**src/rtl/perf_monitor.sv**
```systemverilog
// perf_monitor: run-time event and cycle counters for the CPU pipeline.
// Live counters, shadow snapshot, indexed readout and a cycle-limit halt.
module perf_monitor #(
    parameter int NUM_EVT  = 4,
    parameter int CNT_W    = 32,
    parameter bit SATURATE = 1'b0,
    parameter int SEL_W    = $clog2(NUM_EVT + 1)
) (
    input  logic               clk_i,
    input  logic               rst_i,
    input  logic               start_i,
    input  logic [NUM_EVT-1:0] evt_i,
    input  logic [CNT_W-1:0]   limit_i,
    input  logic               clr_i,
    input  logic               snap_i,
    input  logic               rd_en_i,
    input  logic [SEL_W-1:0]   rd_sel_i,
    output logic [CNT_W-1:0]   rd_data_o,
    output logic               rd_valid_o,
    output logic [NUM_EVT:0]   ovf_o,
    output logic               running_o,
    output logic               halt_o
);

    localparam int NC = NUM_EVT + 1;

    typedef enum logic [1:0] {
        IDLE = 2'd0,
        RUN  = 2'd1,
        DONE = 2'd2
    } state_t;

    state_t           state;
    state_t           state_nxt;
    logic [CNT_W-1:0] cnt     [NC];
    logic [CNT_W-1:0] cnt_nxt [NC];
    logic [CNT_W-1:0] shadow  [NC];
    logic [NC-1:0]    inc;
    logic [NC-1:0]    wrap;
    logic [NC-1:0]    ovf_q;
    logic [CNT_W-1:0] rd_mux;
    logic             run;
    logic             lim_hit;

    assign run   = (state == RUN);
    assign ovf_o = ovf_q;

    // Per-counter increment, overflow detect and next value.
    always_comb begin
        inc              = '0;
        inc[NUM_EVT-1:0] = run ? evt_i : '0;
        inc[NUM_EVT]     = run;
        wrap             = '0;
        for (int i = 0; i < NC; i++) begin
            cnt_nxt[i] = cnt[i];
            wrap[i]    = inc[i] && (&cnt[i]);
            if (inc[i] && !(wrap[i] && SATURATE)) begin
                cnt_nxt[i] = cnt[i] + CNT_W'(1);
            end
        end
    end

    // Limit reached when the cycle counter lands on a nonzero limit.
    always_comb begin
        lim_hit = run && (limit_i != '0) &&
                  (cnt_nxt[NUM_EVT] == limit_i);
    end

    // State register; clear and reset both force IDLE.
    always_ff @(posedge clk_i) begin
        if (!rst_i || clr_i) begin
            state <= IDLE;
        end else begin
            state <= state_nxt;
        end
    end

    // Next-state logic; a limit hit beats a pause on the same edge.
    always_comb begin
        state_nxt = state;
        unique case (state)
            IDLE: if (start_i) state_nxt = RUN;
            RUN: begin
                if (lim_hit)       state_nxt = DONE;
                else if (!start_i) state_nxt = IDLE;
            end
            DONE:    state_nxt = DONE;
            default: state_nxt = IDLE;
        endcase
    end

    // Status outputs decoded straight from the state flops.
    always_comb begin
        running_o = (state == RUN);
        halt_o    = (state == DONE);
    end

    // Live counters, shadows and sticky overflow flags.
    always_ff @(posedge clk_i) begin
        if (!rst_i || clr_i) begin
            for (int i = 0; i < NC; i++) begin
                cnt[i]    <= '0;
                shadow[i] <= '0;
            end
            ovf_q <= '0;
        end else begin
            for (int i = 0; i < NC; i++) begin
                cnt[i] <= cnt_nxt[i];
                if (snap_i) shadow[i] <= cnt[i];
            end
            ovf_q <= ovf_q | wrap;
        end
    end

    // Shadow select; out-of-range indexes read as zero.
    always_comb begin
        rd_mux = '0;
        for (int i = 0; i < NC; i++) begin
            if (rd_sel_i == SEL_W'(i)) rd_mux = shadow[i];
        end
    end

    // Readout port; clear does not touch it so a pending read completes.
    always_ff @(posedge clk_i) begin
        if (!rst_i) begin
            rd_data_o  <= '0;
            rd_valid_o <= 1'b0;
        end else begin
            rd_valid_o <= rd_en_i;
            if (rd_en_i) rd_data_o <= rd_mux;
        end
    end

endmodule

```
**config.mk**
```make
export PLATFORM = sky130hd
export DESIGN_NAME = perf_monitor
export DESIGN_NICKNAME = d
export VERILOG_FILES = /design/src/rtl/perf_monitor.sv
export SDC_FILE = /design/constraint.sdc
export NUM_CORES = 1
export LEC_CHECK = 0
export BUFFER_PORTS_ARGS = -buffer_cell sky130_fd_sc_hd__clkbuf_2
export CAP_MARGIN = 15
export CELL_PAD_IN_SITES_DETAIL_PLACEMENT = 1
export CELL_PAD_IN_SITES_GLOBAL_PLACEMENT = 1
export CORE_MARGIN = 5
export CORE_UTILIZATION = 30
export DETAILED_ROUTE_END_ITERATION = 16
export HOLD_SLACK_MARGIN = 0.03
export PLACE_DENSITY_LB_ADDON = 0.1
export SLEW_MARGIN = 20
export SYNTH_ARGS = -nofsm -noshare
export SYNTH_HDL_FRONTEND = slang
export SYNTH_SLANG_ARGS = --single-unit
```
**constraint.sdc**
```tcl
create_clock -name clk_i -period 19.3 [get_ports clk_i]
set_input_delay 3.86 -clock clk_i [delete_from_list [all_inputs] [get_ports clk_i]]
set_output_delay 3.86 -clock clk_i [all_outputs]
set_load 0.005 [all_outputs]
```
==> flow_summary.ini <==
[logic_synthesis]
synth_nets = 1655
ys_warn_count = 0
synth_edf_count = 160
synthCells = 1605
synth_common_cells = nor2_1 (219), dfxtp_1 (200), and3_1 (190)
syn_area_um2 = 16570
yosys_register_bits = 360
syn_avg_cell_area_um2 = 10.32
synth_top_area_frac = 0.2900
synth.most_common_cell = nor2_1
synth_top_cell_by_area = edfxtp_1
yosysSeqAreaShare = 0.5317
synth_cell_types = 75
yosys-top-cells-area = edfxtp_1 (29%), dfxtp_1 (24%), and3_1 (7.2%)
synthArstFlopShare = 0
synth-main-ff-cell = dfxtp_1

[critical_path]
startpoint_type = input pin
path_max_fanout = 73
criticalPathCategory = input pin to flop
required_ps = 19710
cp.arrival_ps = 6660
endpoint_kind = flop
worstReg2RegStart = cnt[0][132]
crit_start = rst_i

[floorplanning]
start_util = 0.3019
dieArea_um2 = 60020
coreArea_um2 = 54880
dieWidth_um = 245.0
num_rows = 86
num_io_pins = 85
die_h_um = 245.0

[clocking]
cts_setup_buffers = 0
cts.clk_slew.worst_paths_ps = 60
cts_tree = built
hold_buffers = 0
cts_resized = 0
clock_sinks = 360
cts-buffers-inserted = 44
clock_path_buffers = 3
cts_root_buf = clkbuf_16
insertion_delay_ps = 580
htreeDepth = 2

[power_and_ir_drop]
ir_worst_vdd_mv = 0.05584
leakage_nw = 7.470
powerDensity_nw_per_um2 = 91.13
p_total_w = 0.001731

[finish]
finalNetCount = 1700
diodes = 0
fin_area_um2 = 18990
layout-drive-gt1-share = 0.1217
fin_util = 0.3461
area_growth_syn_to_layout_pct = 14.66

[global_route]
grt_use_total = 0.1768
gr-total-overflow = 0
grt_pass1_wl_um = 82090
antenna_found_initial = 3
grt_pass1_vias = 12587
grt_max_degree = 108

[sta]
hold_viol_final = 0
finalSetupViolCount = 0
tns_ps = 0
post-route-period-util = 0.3240
rsz0062_at_grt = false
fin_crit_ps = 6253
relSlewSlack = 0.3227
fmax_mhz = 159.9
worst_pin_slew_ps = 1016
fin_skew_ps = 21.61
timing.final.max_slew_violations = 0
fin_ws_ps = 13050

[min_path]
min-delay-start = ovf_o[2]
worst_hold_path_type = flop to flop

[place]
port_buffers = 84
gp_congestion = 0.8321
placed_area_um2 = 17560
dp_slack_ps = 12360
dp_hpwl_um = 37380

[drt]
drt_iter0_drc = 753
drc = 0
wire_per_inst_um = 22.47
routed_wl_um = 53690
num_vias = 12378
firstDrtPassIters = 5
antenna_left = 0
via_per_inst = 5.181

[flow_run]
maxCapViolCount = 0

[run_status]
status = finished, final reports clean
## sequential cells by signal (all words and copies together) (netlist names)
register    flops
cnt           160
ovf_o           5
rd_data_o      32
rd_valid_o      1
shadow        160
state           2
## placed cells by master, fill, tap and decap left out, drive strengths merged, types with 20 or more instances in the layout
| cell | count |
|---|---|
| a21oi | 49 |
| and3 | 191 |
| clkbuf | 144 |
| dfxtp | 200 |
| edfxtp | 160 |
| inv | 27 |
| mux2i | 20 |
| nand2 | 90 |
| nand3 | 56 |
| nand4 | 37 |
| nor2 | 219 |
| nor3 | 21 |
| nor3b | 22 |
| o21ai | 30 |
| or3 | 22 |
| xnor2 | 56 |
| xor2 | 94 |
## final cells by class
| class | count | area [µm²] |
|---|---|---|
| flip-flops and latches | 360 | 8808 |
| clock inverters | 19 | 200.2 |
| well taps | 704 | 880.8 |
| fillers | 6130 | 35880 |
| multi-input cells | 1117 | 7227 |
| repair buffers | 101 | 550.5 |
| clock buffers | 62 | 1230 |
| inverters | 26 | 97.59 |
## per-stage QoR
step | std cells | hold slack (ps)
after global placement | 2308 | 464.2
after floorplan | 1605 | 457.3
after detailed placement | 2308 | 462.5
after global routing | 2389 | 506.3
after CTS | 2389 | 477.3
final | 2389 | 470.8
## per-layer routing
layer  routed length [µm]  part of all wire  track usage
met5                    0                 0            0
met4                  920             0.017      0.03498
met3                 2650             0.049      0.03659
met2                22320              0.42       0.2562
met1                27800              0.52       0.2725
## path summary, 6_finish.rpt
path | to | slack [ps] | cells after the start
worst min register to register | ovf_o[2] | 470 | 2
worst min-delay path | ovf_o[2] | 470 | 2
worst max-delay path | cnt[0][46] | 13050 | 5
worst max register to register | state[0] | 15720 | 8
## kinds of logic (layout without fill, tap and decap cells)
logic type                 after synthesis  in the layout  share of synthesized area
DFF                                    360            360                     0.5317
buffers and inverters                  128            208                    0.03353
AOI/OAI and AO/OA                      183            183                    0.07825
xor gates and xnor gates               151            151                    0.08082
muxes                                   35             35                    0.03248
adders and majority gates                5              5                   0.003776
and+or+nand+nor                        743            743                     0.2394
## worst max-delay path: stages
cell and delay, ps:
clkbuf_2 470, nand2b_4 580, buf_4 630, buf_4 830
nor2_1 110
## where the power goes
group,total (W),internal (W),switching [W]
registers,0.000821,0.000810,0.0000107
logic,0.0000789,0.0000243,0.0000546
clock network,0.000831,0.000497,0.000334
total,0.00173,0.00133,0.000399
Power figures use the tool's default switching activity.
